`src/rtl/avm_sram_ctrl.sv`:
```
// Avalon-MM slave that runs each 32-bit request as one or two 16-bit cycles
// on an external asynchronous SRAM; writes are posted, reads return via readdatavalid.
module avm_sram_ctrl #(
  parameter int unsigned ADDR_WIDTH  = 17,
  parameter int unsigned DATA_WIDTH  = 32,
  parameter int unsigned WAIT_CYCLES = 1
) (
  input  logic                    HCLK,
  input  logic                    HRESETn,
  input  logic [ADDR_WIDTH-1:0]   avs_address,
  input  logic                    avs_read,
  input  logic                    avs_write,
  input  logic [DATA_WIDTH-1:0]   avs_writedata,
  input  logic [DATA_WIDTH/8-1:0] avs_byteenable,
  output logic                    avs_waitrequest,
  output logic [DATA_WIDTH-1:0]   avs_readdata,
  output logic                    avs_readdatavalid,
  output logic [ADDR_WIDTH-2:0]   sram_addr,
  output logic [15:0]             sram_dq_o,
  output logic                    sram_dq_oe,
  input  logic [15:0]             sram_dq_i,
  output logic                    sram_ce_n,
  output logic                    sram_we_n,
  output logic                    sram_oe_n,
  output logic                    sram_ub_n,
  output logic                    sram_lb_n
);

  localparam int unsigned HALF_W  = 16;
  localparam int unsigned WADDR_W = ADDR_WIDTH - 2;
  localparam int unsigned CNT_W   = (WAIT_CYCLES < 1) ? 1 : $clog2(WAIT_CYCLES + 1);
  localparam logic [CNT_W-1:0] CNT_LAST = CNT_W'(WAIT_CYCLES);

  typedef enum logic [1:0] {
    IDLE = 2'd0,
    LO   = 2'd1,
    HI   = 2'd2,
    RESP = 2'd3
  } state_t;

  state_t state, state_d;
  logic [CNT_W-1:0] cnt, cnt_d;

  logic [WADDR_W-1:0]    waddr_q;
  logic [DATA_WIDTH-1:0] wdata_q;
  logic [3:0]            be_q;
  logic                  wr_q;

  logic                  accept;
  logic                  op_wr;
  logic [3:0]            op_be;
  logic [WADDR_W-1:0]    op_waddr;
  logic [DATA_WIDTH-1:0] op_wdata;

  logic [ADDR_WIDTH-2:0] sram_addr_d;
  logic [15:0]           sram_dq_o_d;
  logic                  sram_dq_oe_d;
  logic                  sram_ce_n_d, sram_we_n_d, sram_oe_n_d, sram_ub_n_d, sram_lb_n_d;
  logic [DATA_WIDTH-1:0] avs_readdata_d;
  logic                  avs_readdatavalid_d;
  logic                  in_phase, hi_phase;

  // Byte offset within the word is meaningless to a word-wide slave.
  logic unused_addr_lsb;
  assign unused_addr_lsb = ^avs_address[1:0];

  assign avs_waitrequest = (state != IDLE) || !HRESETn;
  assign accept          = (state == IDLE) && (avs_read || avs_write);

  // During the accept cycle the latches are still loading, so look through them.
  assign op_wr    = accept ? avs_write                          : wr_q;
  assign op_be    = accept ? avs_byteenable[3:0]                : be_q;
  assign op_waddr = accept ? avs_address[ADDR_WIDTH-1:2]        : waddr_q;
  assign op_wdata = accept ? avs_writedata                      : wdata_q;

  always_ff @(posedge HCLK) begin
    if (!HRESETn) begin
      state <= IDLE;
      cnt   <= '0;
    end else begin
      state <= state_d;
      cnt   <= cnt_d;
    end
  end

  // Phase sequencing: LO for be[1:0], HI for be[3:2], RESP only for reads.
  always_comb begin
    state_d = state;
    cnt_d   = cnt;
    case (state)
      IDLE: begin
        if (accept) begin
          cnt_d = '0;
          if (|op_be[1:0])      state_d = LO;
          else if (|op_be[3:2]) state_d = HI;
          else                  state_d = op_wr ? IDLE : RESP;
        end
      end
      LO: begin
        if (cnt == CNT_LAST) begin
          cnt_d = '0;
          if (|be_q[3:2]) state_d = HI;
          else            state_d = wr_q ? IDLE : RESP;
        end else begin
          cnt_d = cnt + CNT_W'(1);
        end
      end
      HI: begin
        if (cnt == CNT_LAST) begin
          cnt_d   = '0;
          state_d = wr_q ? IDLE : RESP;
        end else begin
          cnt_d = cnt + CNT_W'(1);
        end
      end
      RESP:    state_d = IDLE;
      default: state_d = IDLE;
    endcase
  end

  // Outputs are computed from the upcoming state so they can be registered
  // and still line up with the phase they belong to.
  always_comb begin
    in_phase            = (state_d == LO) || (state_d == HI);
    hi_phase            = (state_d == HI);
    sram_addr_d         = sram_addr;
    sram_dq_o_d         = sram_dq_o;
    sram_dq_oe_d        = 1'b0;
    sram_ce_n_d         = 1'b1;
    sram_we_n_d         = 1'b1;
    sram_oe_n_d         = 1'b1;
    sram_ub_n_d         = 1'b1;
    sram_lb_n_d         = 1'b1;
    avs_readdatavalid_d = (state_d == RESP);
    avs_readdata_d      = avs_readdata;

    if (in_phase) begin
      sram_addr_d = {op_waddr, hi_phase};
      sram_ce_n_d = 1'b0;
      sram_lb_n_d = hi_phase ? !op_be[2] : !op_be[0];
      sram_ub_n_d = hi_phase ? !op_be[3] : !op_be[1];
      if (op_wr) begin
        sram_dq_o_d  = hi_phase ? op_wdata[2*HALF_W-1:HALF_W] : op_wdata[HALF_W-1:0];
        sram_dq_oe_d = 1'b1;
        sram_we_n_d  = (cnt_d == CNT_LAST);
      end else begin
        sram_oe_n_d = 1'b0;
      end
    end

    // Read data is sampled on the edge that closes each half-word phase.
    if (accept) begin
      avs_readdata_d = '0;
    end else if (!wr_q && (cnt == CNT_LAST)) begin
      if (state == LO) avs_readdata_d[HALF_W-1:0]        = sram_dq_i;
      if (state == HI) avs_readdata_d[2*HALF_W-1:HALF_W] = sram_dq_i;
    end
  end

  always_ff @(posedge HCLK) begin
    if (!HRESETn) begin
      waddr_q           <= '0;
      wdata_q           <= '0;
      be_q              <= '0;
      wr_q              <= 1'b0;
      sram_addr         <= '0;
      sram_dq_o         <= '0;
      sram_dq_oe        <= 1'b0;
      sram_ce_n         <= 1'b1;
      sram_we_n         <= 1'b1;
      sram_oe_n         <= 1'b1;
      sram_ub_n         <= 1'b1;
      sram_lb_n         <= 1'b1;
      avs_readdata      <= '0;
      avs_readdatavalid <= 1'b0;
    end else begin
      if (accept) begin
        waddr_q <= op_waddr;
        wdata_q <= op_wdata;
        be_q    <= op_be;
        wr_q    <= op_wr;
      end
      sram_addr         <= sram_addr_d;
      sram_dq_o         <= sram_dq_o_d;
      sram_dq_oe        <= sram_dq_oe_d;
      sram_ce_n         <= sram_ce_n_d;
      sram_we_n         <= sram_we_n_d;
      sram_oe_n         <= sram_oe_n_d;
      sram_ub_n         <= sram_ub_n_d;
      sram_lb_n         <= sram_lb_n_d;
      avs_readdata      <= avs_readdata_d;
      avs_readdatavalid <= avs_readdatavalid_d;
    end
  end

endmodule
```
`config.mk`:
```
export PLATFORM = sky130hd
export DESIGN_NAME = avm_sram_ctrl
export DESIGN_NICKNAME = d
export VERILOG_FILES = /design/src/rtl/avm_sram_ctrl.sv
export SDC_FILE = /design/constraint.sdc
export NUM_CORES = 1
export LEC_CHECK = 0
export BUFFER_PORTS_ARGS = -buffer_cell sky130_fd_sc_hd__buf_2
export CORE_MARGIN = 2
export CORE_UTILIZATION = 50
export DETAILED_ROUTE_END_ITERATION = 8
export GPL_TIMING_DRIVEN = 0
export PLACE_DENSITY = 0.78
export SLEW_MARGIN = 20
export SYNTH_ARGS = -nofsm -noshare
export SYNTH_HDL_FRONTEND = slang
export SYNTH_SLANG_ARGS = --single-unit
```
`constraint.sdc`:
```
create_clock -name HCLK -period 3.7 [get_ports HCLK]
set_input_delay 0.185 -clock HCLK [delete_from_list [all_inputs] [get_ports HCLK]]
set_output_delay 0.185 -clock HCLK [all_outputs]
set_load 0.01 [all_outputs]
```
==> impl_metrics.json <==
{
  "core_um2": 9640,
  "finClkSkew_ns": 0.0146,
  "setup_tns_ns": 0,
  "setup_slack_ns": 0.258,
  "power_density_nw_per_um2": 808,
  "path_cells": "inv_1, ha_1, o21ai_2, buf_4, buf_4, a221oi_1, nor2_1, ha_1, clkbuf_1, nor2b_2, inv_1, nor2_2, buf_4, a22o_1",
  "worstPathBufferInverterCount": 6,
  "dr.pass1.iters": 4,
  "clock_latency_ns": 0.50,
  "drc": 0,
  "slew_headroom_pct": 58.8,
  "grt_setup_unrepaired": "false",
  "cpMostUsedCell": "buf_4",
  "final_cell_mix": "149 x buf_2, 126 x dfxtp_1, 87 x nand2_1",
  "syn-cell-area_um2": 4880,
  "fmax_mhz": 291,
  "root_buffer": "clkbuf_8",
  "worstHoldStart": "avs_byteenable[0]",
  "netlist_instances": 497,
  "cp.required_ns": 4.13,
  "drive_gt1_share_pct": 26.6,
  "rows": 36,
  "regToRegSetupSlack_ns": 0.26,
  "final_common_cell": "buf_2",
  "worstReg2RegStart": "state[0]",
  "port_buffers": 142,
  "grt_max_degree": 17,
  "postCtsSetupBuffers": 0,
  "fin_crit_ns": 3.44,
  "yosysWarnings": 0,
  "hold_viol_final": 0,
  "vias": 4271,
  "outcome": "complete, no violations",
  "max_stage_delay_ns": 0.37,
  "die_x_um": 103,
  "worstHoldPathType": "in2reg",
  "cts.path.max_buffers": 2,
  "worstMarginPinSlew_ns": 0.618,
  "synth_nets": 578,
  "slew_viol_final": 0,
  "path_delay_family": "buffers and inverters",
  "pre_cts_ws_ns": 0.282,
  "synth-seq-cells": 126,
  "ys_types": 35,
  "ant_nets": 0,
  "initial_core_util_pct": 50.7,
  "cts_buffers": 17,
  "drv_cap": 0,
  "clock-sinks": 126,
  "dp_hpwl_um": 8460,
  "cts_tree": "yes",
  "ios": 145,
  "antenna_found_initial": 1,
  "overflow": 0,
  "yosysSeqAreaShare_pct": 51.6,
  "die-area_um2": 10600,
  "nets": 803,
  "ir_worst_vdd_v": 0.000468,
  "critPathSlowestCell": "nor2_2",
  "die_y_um": 103,
  "crit_fanout": 10,
  "wl_per_cell_um": 15.0,
  "grt_pass1_vias": 4383,
  "startpoint_type": "register",
  "crit_path_end_kind": "register",
  "setup_viol": 0,
  "grtUsageTotal_pct": 25.2,
  "gp_congestion": 0.774,
  "setup.worst_path.start": "state[0]",
  "period_share_pct": 93.0,
  "drt-initial-drc-count": 105,
  "diodes": 0,
  "cts_max_level": 4,
  "clkTransAtPathRegs_ns": 0.06,
  "postSynthAreaPerCell_um2": 9.83,
  "via_per_inst": 4.93,
  "crit_type": "reg2reg",
  "grt_pass1_wl_um": 20600,
  "wl_um": 13000,
  "leakagePower_uw": 0.00316,
  "syn_to_final_growth_pct": 44.0,
  "arrival_ns": 3.87
}
path summary, 6_finish.rpt:
check,to,cells past startpoint
worst max-delay path,sram_dq_o[2],14
worst min-delay path,be_q[0],3
worst max register to register,sram_dq_o[2],14
worst min register to register,avs_readdata[8],2
power by group:
part,switching (uW),internal (uW)
logic,1210,889
clock network,602,1160
registers,144,1670
flip-flops by register name, summed over array words and instances, names as in the netlist:
register           flops
avs_readdata          32
avs_readdatavalid      1
be_q                   4
cnt                    1
sram_addr             16
sram_ce_n              1
sram_dq_o             16
sram_dq_oe             1
sram_lb_n              1
sram_oe_n              1
sram_ub_n              1
sram_we_n              1
state                  2
waddr_q               15
wdata_q               32
wr_q                   1
routing by layer:
layer  global-route usage [%]  vias to the layer above  share of wire (%)
li1                         -                     2116                  -
met1                     29.0                     2012                 42
met2                     45.3                      127                 52
met3                     7.59                       16                5.4
met4                     6.98                        0               0.96
met5                        0                        -                  0
repair_timing:
action,4_1_cts,5_1_grt
hold endpoints to repair,80,0
hold buffers,64,0
gates resized for setup,0,0
cell families (layout without fill, tap and decap cells):
kind of cell / count (synthesis) / after routing / share of synthesized area (%)
simple gates: 179 / 179 / 18.3
compound gates: 79 / 79 / 10.1
mux: 69 / 69 / 14.1
buf+inv: 36 / 273 / 3.77
fa+ha+maj: 8 / 8 / 2.05
flops: 126 / 126 / 51.6
worst min-delay path, stage by stage:
cell and delay (ns):
buf_2 0.11, mux2i_1 0.09, nor2b_1 0.10
synth_stat cells:
| cell | count | area [um^2] |
|---|---|---|
| clkbuf_1 | 15 | 56.3 |
| inv_1 | 5 | 18.8 |
| and2b_1 | 1 | 7.51 |
| a221oi_1 | 1 | 8.76 |
| a2111oi_2 | 1 | 15.0 |
| nor3_2 | 1 | 10.0 |
| nor3b_1 | 2 | 15.0 |
| a21oi_1 | 35 | 175 |
| o21ai_0 | 18 | 90.1 |
| nand2_1 | 87 | 327 |
| nor2b_2 | 1 | 8.76 |
| a211oi_1 | 1 | 7.51 |
| ha_1 | 8 | 100 |
| o22ai_1 | 1 | 6.26 |
| nor2_1 | 5 | 18.8 |
| nor3_1 | 2 | 10.0 |
| o31a_1 | 1 | 8.76 |
| nand3_1 | 2 | 10.0 |
| a21boi_2 | 1 | 11.3 |
| nor2_2 | 2 | 12.5 |
| a31oi_1 | 1 | 6.26 |
| or3_1 | 1 | 6.26 |
| nor2b_1 | 54 | 338 |
| buf_6 | 3 | 33.8 |
| a21o_1 | 1 | 7.51 |
| buf_4 | 4 | 30.0 |
| dfxtp_1 | 126 | 2520 |
| a22o_1 | 16 | 140 |
| clkbuf_2 | 2 | 10.0 |
| mux2i_1 | 69 | 691 |
| and2_1 | 19 | 119 |
| nand2b_1 | 2 | 12.5 |
| o21a_1 | 1 | 7.51 |
| o21ai_2 | 1 | 8.76 |
| buf_2 | 7 | 35.0 |
per-stage QoR:
step / utilization [%] / power, uW / hold WS, ns / cell area (um^2) / std cells
4_1_cts: 73.0 / 5700 / 0.00540 / 7030 / 867
3_3_place_gp: 59.8 / 3790 / 0.438 / 5760 / 772
6_report: 73.0 / 5680 / 0.0244 / 7030 / 867
5_1_grt: 73.0 / 6030 / 0.0345 / 7030 / 867
3_5_place_dp: 59.8 / 3860 / 0.445 / 5760 / 772
2_1_floorplan: - / 3260 / 0.321 / 4880 / 497
final cells by class:
cell class                      count  area [um^2]
Fill cell                         700         2610
Tap cell                          133          166
Clock inverter                     13          213
Clock buffer                       18          418
Buffer                             31          165
Inverter                            5         18.8
Sequential cell                   126         2520
Multi-Input combinational cell    335         2180
Timing Repair Buffer              206         1350
(Power assumes the default switching activity.)
